File: src/rtl/seven_seg_scan_ctrl_if.sv
`default_nettype none
// ============================================================================
// Module   : seven_seg_scan_ctrl_if
// Brief    : Frame-load handshake and display-drive bundle for the scanner.
// Revision : 1.0
// ============================================================================
interface seven_seg_scan_ctrl_if #(
    parameter int NUM_DIGITS = 4
);
    localparam int c_idx_w = (NUM_DIGITS > 1) ? $clog2(NUM_DIGITS) : 1;

    logic                    load_valid;
    logic [4*NUM_DIGITS-1:0] load_data;
    logic                    load_ready;
    logic [NUM_DIGITS-1:0]   digit_en;
    logic [3:0]              num_out;
    logic [NUM_DIGITS-1:0]   anode;
    logic [c_idx_w-1:0]      scan_idx;
    logic                    frame_done;

    modport master (
        output load_valid,
        output load_data,
        output digit_en,
        input  load_ready,
        input  num_out,
        input  anode,
        input  scan_idx,
        input  frame_done
    );

    modport slave (
        input  load_valid,
        input  load_data,
        input  digit_en,
        output load_ready,
        output num_out,
        output anode,
        output scan_idx,
        output frame_done
    );
endinterface

`default_nettype wire

File: src/rtl/seven_seg_scan_ctrl.sv
`default_nettype none
// ============================================================================
// Module   : seven_seg_scan_ctrl
// Brief    : Time-multiplexed common-anode 7-segment scanner with a shared
//            decoder and tear-free (frame-boundary) display update.
// Revision : 1.0
// ============================================================================
module seven_seg_scan_ctrl #(
    parameter int NUM_DIGITS    = 4,
    parameter int REFRESH_DIV   = 50000,
    parameter int BLANK_CYCLES  = 2,
    parameter bit ANODE_ACT_LOW = 1'b1
) (
    input  logic                 clk,
    input  logic                 rst,
    seven_seg_scan_ctrl_if.slave bus
);

    localparam int c_idx_w   = (NUM_DIGITS > 1) ? $clog2(NUM_DIGITS) : 1;
    localparam int c_cnt_max = (BLANK_CYCLES > REFRESH_DIV) ? BLANK_CYCLES : REFRESH_DIV;
    localparam int c_cnt_w   = (c_cnt_max > 1) ? $clog2(c_cnt_max) : 1;
    localparam int c_data_w  = 4 * NUM_DIGITS;

    localparam logic [c_cnt_w-1:0]    c_blank_last = c_cnt_w'(BLANK_CYCLES - 1);
    localparam logic [c_cnt_w-1:0]    c_show_last  = c_cnt_w'(REFRESH_DIV - 1);
    localparam logic [c_idx_w-1:0]    c_idx_last   = c_idx_w'(NUM_DIGITS - 1);
    localparam logic [3:0]            c_code_blank = 4'hF;
    localparam logic [NUM_DIGITS-1:0] c_anode_off  = {NUM_DIGITS{ANODE_ACT_LOW}};

    localparam logic [0:0] c_st_blank = 1'b0;
    localparam logic [0:0] c_st_show  = 1'b1;

    // Scan sequencer state
    logic [0:0]            r_state;
    logic [c_cnt_w-1:0]    r_cnt;
    logic [c_idx_w-1:0]    r_idx;

    // Frame storage and load handshake
    logic [c_data_w-1:0]   r_disp;
    logic [c_data_w-1:0]   r_shadow;
    logic                  r_pending;
    logic                  r_ready;

    // Registered display drive
    logic [3:0]            r_num;
    logic [NUM_DIGITS-1:0] r_anode;
    logic                  r_frame_done;

    logic [0:0]            w_state_nxt;
    logic [c_cnt_w-1:0]    w_cnt_nxt;
    logic [c_idx_w-1:0]    w_idx_nxt;
    logic                  w_boundary;
    logic                  w_take;
    logic                  w_commit;
    logic                  w_pending_nxt;
    logic [c_data_w-1:0]   w_disp_nxt;
    logic [3:0]            w_code;
    logic [NUM_DIGITS-1:0] w_onehot;
    logic                  w_lit;
    logic [3:0]            w_num_nxt;
    logic [NUM_DIGITS-1:0] w_anode_nxt;

    always_comb begin
        w_state_nxt = r_state;
        w_cnt_nxt   = r_cnt + 1'b1;
        w_idx_nxt   = r_idx;
        w_boundary  = 1'b0;
        case (r_state)
            c_st_blank: begin
                if (r_cnt == c_blank_last) begin
                    w_state_nxt = c_st_show;
                    w_cnt_nxt   = '0;
                end
            end
            c_st_show: begin
                if (r_cnt == c_show_last) begin
                    w_state_nxt = c_st_blank;
                    w_cnt_nxt   = '0;
                    if (r_idx == c_idx_last) begin
                        w_idx_nxt  = '0;
                        w_boundary = 1'b1;
                    end else begin
                        w_idx_nxt = r_idx + 1'b1;
                    end
                end
            end
            default: begin
                w_state_nxt = c_st_blank;
                w_cnt_nxt   = '0;
                w_idx_nxt   = '0;
            end
        endcase
    end

    // A transfer needs ready, ready implies no pending frame, so a transfer
    // and a commit can never land on the same edge.
    assign w_take        = bus.load_valid & r_ready;
    assign w_commit      = w_boundary & r_pending;
    assign w_disp_nxt    = w_commit ? r_shadow : r_disp;
    assign w_pending_nxt = w_take | (r_pending & ~w_commit);

    // Outputs are computed from the next state so they line up with it.
    always_comb begin
        w_code   = c_code_blank;
        w_onehot = '0;
        for (int i = 0; i < NUM_DIGITS; i++) begin
            if (w_idx_nxt == c_idx_w'(i)) begin
                w_code      = w_disp_nxt[4*i +: 4];
                w_onehot[i] = bus.digit_en[i];
            end
        end
    end

    assign w_lit       = (w_state_nxt == c_st_show) && (|w_onehot);
    assign w_num_nxt   = w_lit ? w_code : c_code_blank;
    assign w_anode_nxt = (w_lit ? w_onehot : '0) ^ c_anode_off;

    always_ff @(posedge clk or posedge rst) begin
        if (rst) begin
            r_state      <= c_st_blank;
            r_cnt        <= '0;
            r_idx        <= '0;
            r_num        <= c_code_blank;
            r_anode      <= c_anode_off;
            r_frame_done <= 1'b0;
        end else begin
            r_state      <= w_state_nxt;
            r_cnt        <= w_cnt_nxt;
            r_idx        <= w_idx_nxt;
            r_num        <= w_num_nxt;
            r_anode      <= w_anode_nxt;
            r_frame_done <= w_boundary;
        end
    end

    always_ff @(posedge clk or posedge rst) begin
        if (rst) begin
            r_disp    <= {NUM_DIGITS{c_code_blank}};
            r_shadow  <= {NUM_DIGITS{c_code_blank}};
            r_pending <= 1'b0;
            r_ready   <= 1'b1;
        end else begin
            if (w_take) begin
                r_shadow <= bus.load_data;
            end
            r_disp    <= w_disp_nxt;
            r_pending <= w_pending_nxt;
            r_ready   <= ~w_pending_nxt;
        end
    end

    assign bus.load_ready = r_ready;
    assign bus.num_out    = r_num;
    assign bus.anode      = r_anode;
    assign bus.scan_idx   = r_idx;
    assign bus.frame_done = r_frame_done;

endmodule

`default_nettype wire

File: src/flat_wrapper.sv
// flat-port wrapper written by rule: the top's interface ports become plain ports
module seven_seg_scan_ctrl_flat 
#(
    parameter int NUM_DIGITS    = 4,
    parameter int REFRESH_DIV   = 50000,
    parameter int BLANK_CYCLES  = 2,
    parameter bit ANODE_ACT_LOW = 1'b1
)
  (clk, rst, bus_load_valid, bus_load_data, bus_digit_en, bus_load_ready, bus_num_out, bus_anode, bus_scan_idx, bus_frame_done);
  seven_seg_scan_ctrl_if #(.NUM_DIGITS(NUM_DIGITS)) bus_i ();
  input  logic clk;
  input  logic rst;
  input wire logic [$bits(bus_i.load_valid)-1:0] bus_load_valid;
  input wire logic [$bits(bus_i.load_data)-1:0] bus_load_data;
  input wire logic [$bits(bus_i.digit_en)-1:0] bus_digit_en;
  output wire logic [$bits(bus_i.load_ready)-1:0] bus_load_ready;
  output wire logic [$bits(bus_i.num_out)-1:0] bus_num_out;
  output wire logic [$bits(bus_i.anode)-1:0] bus_anode;
  output wire logic [$bits(bus_i.scan_idx)-1:0] bus_scan_idx;
  output wire logic [$bits(bus_i.frame_done)-1:0] bus_frame_done;
  assign bus_i.load_valid = bus_load_valid;
  assign bus_i.load_data = bus_load_data;
  assign bus_i.digit_en = bus_digit_en;
  assign bus_load_ready = bus_i.load_ready;
  assign bus_num_out = bus_i.num_out;
  assign bus_anode = bus_i.anode;
  assign bus_scan_idx = bus_i.scan_idx;
  assign bus_frame_done = bus_i.frame_done;
  seven_seg_scan_ctrl #(.NUM_DIGITS(NUM_DIGITS), .REFRESH_DIV(REFRESH_DIV), .BLANK_CYCLES(BLANK_CYCLES), .ANODE_ACT_LOW(ANODE_ACT_LOW)) u_core (.clk(clk), .rst(rst), .bus(bus_i));
endmodule
File: config.mk
export PLATFORM = sky130hd
export DESIGN_NAME = seven_seg_scan_ctrl_flat
export DESIGN_NICKNAME = d
export VERILOG_FILES = /design/src/rtl/seven_seg_scan_ctrl_if.sv /design/src/rtl/seven_seg_scan_ctrl.sv /design/src/flat_wrapper.sv
export SDC_FILE = /design/constraint.sdc
export NUM_CORES = 1
export LEC_CHECK = 0
export ABC_AREA = 1
export CAP_MARGIN = 20
export CORE_MARGIN = 3
export CORE_UTILIZATION = 55
export CTS_CLUSTER_DIAMETER = 60
export DETAILED_ROUTE_END_ITERATION = 7
export GPL_ROUTABILITY_DRIVEN = 1
export PLACE_DENSITY = 0.79
export SYNTH_ARGS = -nofsm -noshare
export SYNTH_HDL_FRONTEND = slang
export SYNTH_SLANG_ARGS = --single-unit
File: constraint.sdc
create_clock -name clk -period 2 [get_ports clk]
set_input_delay 0.4 -clock clk [delete_from_list [all_inputs] [get_ports clk]]
set_output_delay 0.4 -clock clk [all_outputs]
set_load 0.1 [all_outputs]
==> impl_metrics.py, run 1 <==
metrics = {
    "status": {
        "status": "finished, final reports clean",
    },
    "finish": {
        "syn_to_final_growth_pct": 27.6,
        "multi_input_area_sq_mm": 0.00120,
        "layoutNonFillerInstCount": 478,
        "drive_gt1_share_pct": 28.4,
        "final_cell_mix": "nand2_1 (91), inv_1 (51), dfstp_2 (41)",
        "final_common_cell": "nand2_1",
        "seqCellArea_sq_mm": 0.00161,
        "nFillCells": 371,
        "nets": 430,
        "diodes": 0,
    },
    "critical_path": {
        "crit_top_cell": "nor2_2",
        "critPathRequiredTime_ps": 2210,
        "cp-start-kind": "flip-flop",
        "crit_chain": "ha_4 > nand3_4 > inv_2 > nand4_1 > or2_1 > nor2_2 > nand2_1 > nor2_2 > xnor2_1 > nor2_1",
        "crit_slowest_cell": "dfrtp_1",
        "reg2reg_from": "u_core.r_cnt[1]$_DFF_PP0_",
        "rrSetupSlack_ps": 140,
        "r2r_end": "u_core.r_cnt[14]$_DFF_PP0_",
        "criticalPathCategory": "flip-flop to flip-flop",
        "critPathTopFamily": "simple AND/OR/NAND/NOR gates",
        "path_max_fanout": 4,
        "worstPathArrival_ps": 2080,
        "crit_path_max_incr_delay_ps": 430,
        "reg2regPathDepth": 10,
        "end_kind": "flip-flop",
        "crit_buf_inv": 1,
        "cp-startpoint": "u_core.r_cnt[1]$_DFF_PP0_",
    },
    "route": {
        "avgViaCountPerCell": 5.08,
        "first_pass_iters": 4,
        "dr_total_vias": 2429,
        "drt-total-wl_mm": 6.16,
        "wire_per_inst_um": 12.9,
        "route.detailed.drc": 0,
        "drt_iter0_markers": 170,
        "ant_nets": 0,
    },
    "timing": {
        "fin_crit_ps": 1860,
        "finalCritPeriodShare_pct": 93.2,
        "hold_viol_final": 0,
        "relSlewSlack_pct": 79.2,
        "fmax_mhz": 536,
        "setup_viol": 0,
        "tightestPinTransition_ps": 309,
        "skew_ps": 8.66,
        "slew_viol_final": 0,
    },
    "global_routing": {
        "grt_pass1_vias": 2331,
        "grtUsageTotal_pct": 21.3,
        "grt_pass1_wl_mm": 10.4,
        "grt_max_degree": 63,
        "grt_overflow": 0,
        "antenna_found_initial": 0,
    },
    "synthesis": {
        "yosys.cell_types.count": 37,
        "syn_inst": 355,
        "seq_area_frac_synth_pct": 53.3,
        "syn_nets": 381,
        "synth-seq-cells": 62,
        "avgSynthCellArea_sq_um": 8.48,
        "synthTopCellsByArea": "dfstp_2 (36%), dfrtp_1 (17%), nand2_1 (12%)",
        "synth.top_cell.area_share_pct": 35.8,
        "syn_area_sq_mm": 0.00301,
        "synth_top_cell_by_area": "dfstp_2",
        "yosysWarningCount": 0,
    },
    "die": {
        "start_util_pct": 57.8,
        "die-height_um": 80.0,
        "die_w_um": 80.0,
        "ioPinCount": 35,
        "core_sq_mm": 0.00520,
        "dieArea_sq_mm": 0.00639,
        "fp-row-count": 26,
    },
    "clock_tree": {
        "clkTransAtPathRegs_ps": 60,
        "cts_root_buffer": "clkbuf_8",
        "cts_buffers": 9,
        "cts_sinks": 62,
        "worstSkewPairLatency_ps": 340,
        "cts_tree": "built",
        "h-tree-depth": 3,
        "clockBufferDepth": 2,
    },
    "power_and_ir_drop": {
        "power_w": 0.00293,
        "peakVddDrop_mv": 0.579,
        "power.density_mw_per_mm2": 764,
        "leakage_nw": 1.83,
    },
    "placement": {
        "place_inst": 460,
        "routabilityCongestion": 0.887,
        "io_buffers": 34,
        "hpwl_mm": 4.38,
    },
    "run": {
        "drv_cap": 0,
    },
    "min_path": {
        "min_path_type": "input port to asynchronous set/reset pin",
    },
}
## logic make-up (layout without fill, tap and decap cells)
| kind of cell | Yosys count | count (layout) | share of synthesized area [%] |
|---|---|---|---|
| and+or+nand+nor | 183 | 184 | 28.9 |
| buffers and inverters | 64 | 116 | 8.57 |
| adders and majority gates | 3 | 3 | 1.25 |
| AOI/OAI and AO/OA | 39 | 39 | 6.86 |
| xor gates and xnor gates | 4 | 4 | 1.16 |
| DFF | 62 | 62 | 53.3 |
## how the worst max path moves through the flow
stage | depth (start not counted) | end | slack (ps)
after floorplan | 1 | u_core.bus.scan_idx[0]$_DFF_PP0_ | -5
after global placement | 10 | u_core.bus.num_out[2]$_DFF_PP1_ | 140
after detailed placement | 10 | u_core.bus.num_out[2]$_DFF_PP1_ | 80
after CTS | 10 | u_core.bus.num_out[2]$_DFF_PP1_ | 10
after global routing | 10 | u_core.bus.num_out[3]$_DFF_PP1_ | -10
final | 10 | u_core.r_cnt[14]$_DFF_PP0_ | 140
## cell type report
cell class                      instances  area share [%]
Timing Repair Buffer                   43            13.4
Clock buffer                           12            4.30
Inverter                               58            5.67
Multi-Input combinational cell        230            31.3
Tap cell                               70            2.28
Clock inverter                          3            1.11
Sequential cell                        62            41.9
## sequential cells by signal, summed over array words and instances, names as in the netlist
signal	count
u_core.bus.scan_idx	2
u_core.r_state	1
u_core.r_cnt	16
u_core.r_pending	1
u_core.r_disp	16
u_core.r_shadow	16
u_core.bus.num_out	4
u_core.bus.anode	4
u_core.bus.frame_done	1
u_core.bus.load_ready	1
## synthesized netlist by cell type
cell and number:
a21oi_1 5, and3_1 1, buf_2 2, buf_6 2, clkbuf_1 2, clkinv_1 1
dfrtp_1 21, dfstp_2 41, ha_1 3, inv_1 52, inv_2 5, nand2_1 95
nand2_2 2, nand2_4 1, nand3_1 18, nand3_2 3, nand3b_1 2, nand4_1 10
nand4_2 1, nor2_1 30, nor2_2 4, nor2_4 3, nor2_8 1, nor2b_1 1
nor3_1 1, nor3_2 1, nor3b_1 3, nor4_1 4, o21a_1 1, o21ai_0 20
o21ai_1 10, o21ai_2 1, o21bai_1 2, or2_1 1, or2_2 1, xnor2_1 1
xor2_1 3
## layer usage
metal | wire length [um] | vias up | global-route usage [%]
li1 | - | 1214 | -
met1 | 2820 | 1136 | 28.4
met2 | 2860 | 68 | 32.8
met3 | 373 | 11 | 7.22
met4 | 116 | 0 | 6.93
met5 | 0 | - | 0
## tightest hold or removal path: cells and delay by family
kind	cells	cell delay, ps
buffers and inverters	3	740
## power by group
| part | leakage (nW) | total (W) | switching, W | internal (W) |
|---|---|---|---|---|
| sequential | 0.679 | 0.00151 | 0.0000532 | 0.00145 |
| combinational | 1.04 | 0.000299 | 0.000178 | 0.000121 |
| clock | 0.104 | 0.00113 | 0.000459 | 0.000668 |
| total | 1.83 | 0.00293 | 0.000690 | 0.00224 |
## through the flow
step                setup WS, ps  TNS, ps  hold slack (ps)  utilization, %  instance area, sq um
floorplan                  -4.76    -9.52              448               -                  3010
finish                       136        0              415            73.8                  3840
global placement             135        0              458            68.4                  3560
global route               -12.2    -44.1              450            73.8                  3840
detailed placement          77.5        0              459            68.4                  3560
CTS                         10.0        0              432            72.4                  3770
## what timing repair did
item	4_1_cts	5_1_grt
endpoints found under the setup margin	0	10
buffers inserted	0	2
hold buffers	0	0
resized for setup	0	18
Note: power is estimated with default switching activity, not from simulation.
==> run 2, diff against run 1 <==
--- a/config.mk
+++ b/config.mk
@@ -5,14 +5,13 @@
 export SDC_FILE = /design/constraint.sdc
 export NUM_CORES = 1
 export LEC_CHECK = 0
-export ABC_AREA = 1
 export CAP_MARGIN = 20
 export CORE_MARGIN = 3
-export CORE_UTILIZATION = 55
+export CORE_UTILIZATION = 54
 export CTS_CLUSTER_DIAMETER = 60
 export DETAILED_ROUTE_END_ITERATION = 7
 export GPL_ROUTABILITY_DRIVEN = 1
-export PLACE_DENSITY = 0.79
+export PLACE_DENSITY = 0.87
 export SYNTH_ARGS = -nofsm -noshare
 export SYNTH_HDL_FRONTEND = slang
 export SYNTH_SLANG_ARGS = --single-unit
==> run 2 against run 1 <==
  * The flow now finishes with violations (negative setup slack)
  * Hold slack better by 130 ps
  * Utilization up 2.9 points
  * Sequential share of layout area up 1.8 points
  * Die area down 7.6%
  * Power down 17%
  * Cell area down 4.5%
  * Global-route usage up 0.32 points
  * Combinational power down 52%
  * Non-clock buffer count up 21
==> impl_metrics.py, run 2 <==
metrics = {
    "status": {
        "status": "complete, but fails checks",
        "violations": "negative setup slack",
    },
    "clock_tree": {
        "cts_buffers": 9,
        "cts_sinks": 62,
        "clkTransAtPathRegs_ps": 70,
        "worstSkewPairLatency_ps": 340,
        "h-tree-depth": 3,
        "cts_tree": "built",
        "cts_root_buffer": "clkbuf_8",
        "clockBufferDepth": 2,
    },
    "finish": {
        "final_cell_mix": "dfstp_2 (41), mux2_2 (32), buf_4 (29)",
        "drive_gt1_share_pct": 54.7,
        "top_regs": "u_core.r_cnt: 16 flops, u_core.r_disp: 16 flops, u_core.r_shadow: 16 flops",
        "nets": 296,
        "final_common_cell": "dfstp_2",
        "seqCellArea_sq_mm": 0.00161,
        "diodes": 0,
        "syn_to_final_growth_pct": 35.2,
        "multi_input_area_sq_mm": 0.00110,
        "layoutNonFillerInstCount": 341,
        "nFillCells": 268,
    },
    "synthesis": {
        "post-synth-top-count-cell": "dfstp_2",
        "synth.top_cell.area_share_pct": 39.7,
        "synth-seq-cells": 62,
        "synthTopCellsByCount": "dfstp_2 (41), mux2_2 (31), dfrtp_1 (21)",
        "seq_area_frac_synth_pct": 59.1,
        "yosys_most_used_dff": "dfstp_2",
        "synth_top_cell_by_area": "dfstp_2",
        "avgSynthCellArea_sq_um": 13.6,
        "synth_edf_count": 0,
        "yosys.cell_types.count": 38,
        "syn_nets": 226,
        "synthTopCellsByArea": "dfstp_2 (40%), dfrtp_1 (19%), mux2_2 (13%)",
        "yosysWarningCount": 0,
        "syn_inst": 200,
        "syn_area_sq_mm": 0.00271,
        "async_flop_share_pct": 100,
    },
    "timing": {
        "rsz0062_at_grt": "true",
        "skew_ps": 6.68,
        "tns_ps": -556,
        "slew_viol_final": 0,
        "hold_viol_final": 0,
        "relSlewSlack_pct": 72.4,
        "setup_viol": 4,
        "worst_slack_ps": -180,
        "finalCritPeriodShare_pct": 109,
        "tightestPinTransition_ps": 409,
        "fin_crit_ps": 2180,
        "fmax_mhz": 459,
    },
    "global_routing": {
        "grtUsageTotal_pct": 21.6,
        "grt_max_degree": 45,
        "grt_pass1_vias": 1961,
        "grt_overflow": 0,
        "antenna_found_initial": 0,
        "grt_pass1_wl_mm": 9.69,
    },
    "placement": {
        "place_ws_ps": -89.1,
        "routabilityCongestion": 0.814,
        "place_inst": 319,
        "hpwl_mm": 3.86,
        "io_buffers": 34,
    },
    "route": {
        "first_pass_iters": 4,
        "drt_iter0_markers": 111,
        "route.detailed.drc": 0,
        "avgViaCountPerCell": 5.48,
        "wire_per_inst_um": 17.8,
        "ant_nets": 0,
        "drt-total-wl_mm": 6.06,
        "dr_total_vias": 1867,
    },
    "critical_path": {
        "criticalPathCategory": "flip-flop to flip-flop",
        "critPathRequiredTime_ps": 2260,
        "path_max_fanout": 6,
        "end_kind": "flip-flop",
        "worstPathArrival_ps": 2440,
        "cp-start-kind": "flip-flop",
    },
    "power_and_ir_drop": {
        "power.density_mw_per_mm2": 663,
        "leakage_nw": 1.64,
        "peakVddDrop_mv": 0.526,
    },
    "die": {
        "core_sq_mm": 0.00479,
        "start_util_pct": 56.7,
        "die_w_um": 76.9,
        "dieArea_sq_mm": 0.00591,
        "fp-row-count": 25,
        "ioPinCount": 35,
        "die-height_um": 76.9,
    },
    "min_path": {
        "min_path_type": "flip-flop to flip-flop",
    },
    "run": {
        "drv_cap": 0,
    },
}
run 2: worst paths after layout:
check / start / end / slack (ps) / depth (start not counted)
setup reg to reg: u_core.r_cnt[1]$_DFF_PP0_ / u_core.bus.num_out[3]$_DFF_PP1_ / -180 / 9
setup / recovery: u_core.r_cnt[1]$_DFF_PP0_ / u_core.bus.num_out[3]$_DFF_PP1_ / -180 / 9
min in group asynchronous: rst / u_core.r_disp[0]$_DFF_PP1_ / 650 / 2
hold reg to reg: u_core.r_cnt[13]$_DFF_PP0_ / u_core.r_cnt[13]$_DFF_PP0_ / 540 / 1
hold / removal: u_core.r_cnt[13]$_DFF_PP0_ / u_core.r_cnt[13]$_DFF_PP0_ / 540 / 1
max in group asynchronous: rst / u_core.r_shadow[12]$_DFFE_PP1P_ / 1020 / 3
run 2: routing by layer:
layer | routed length [um] | global-route usage [%] | share of wire [%]
met5 | 0 | 0 | 0
met3 | 300 | 5.28 | 5.0
met2 | 3070 | 34.5 | 51
met4 | 178 | 13.0 | 2.9
met1 | 2500 | 26.6 | 41
run 2: final cells by class:
class	count	area share, %
repair buffers	64	18.3
well taps	67	2.29
clock inverters	3	0.478
multi-input cells	128	29.9
inverters	5	0.648
clock buffers	12	4.54
flip-flops and latches	62	43.8
run 2: cell families (layout without fill, tap and decap cells):
kind of cell               Yosys count  in the layout  synth area share, %
AOI/OAI and AO/OA                   10             10                 3.05
muxes                               39             39                 16.3
and+or+nand+nor                     62             62                 13.4
buffers and inverters               10             84                 2.17
adders and majority gates            3              3                 1.38
DFF                                 62             62                 59.1
xor gates and xnor gates            14             14                 4.52
run 2: worst max-delay path, cell delays in order, from the launching register on:
cell and delay [ps]:
dfrtp_1 370, ha_2 190, nand3_2 110, nor3_4 230
buf_4 170, nand4_4 150, buf_4 180, mux2_2 290
nor3_1 280, o31ai_1 140
run 2: where the power goes:
group / internal (W) / total (W) / switching, W
logic: 0.0000663 / 0.000144 / 0.0000778
registers: 0.00127 / 0.00127 / 0.00000471
clock network: 0.000547 / 0.00101 / 0.000466
total: 0.00188 / 0.00243 / 0.000548
run 2: what timing repair did:
| item | 4_1_cts | 5_1_grt |
|---|---|---|
| cloned | 0 | 0 |
| resized for setup | 8 | 5 |
| setup buffers | 2 | 5 |
| pin swaps | 5 | 0 |
| endpoints found under the setup margin | 4 | 8 |
| hold buffers | 0 | 0 |
run 2: stage by stage:
stage	cell area (sq um)	hold WS, ps	power (W)	utilization (%)
2_1_floorplan	2720	458	0.00135	-
3_3_place_gp	3380	481	0.00143	70.5
3_5_place_dp	3380	488	0.00143	70.5
4_1_cts	3600	533	0.00244	75.3
5_1_grt	3670	560	0.00252	76.6
6_report	3670	544	0.00243	76.6
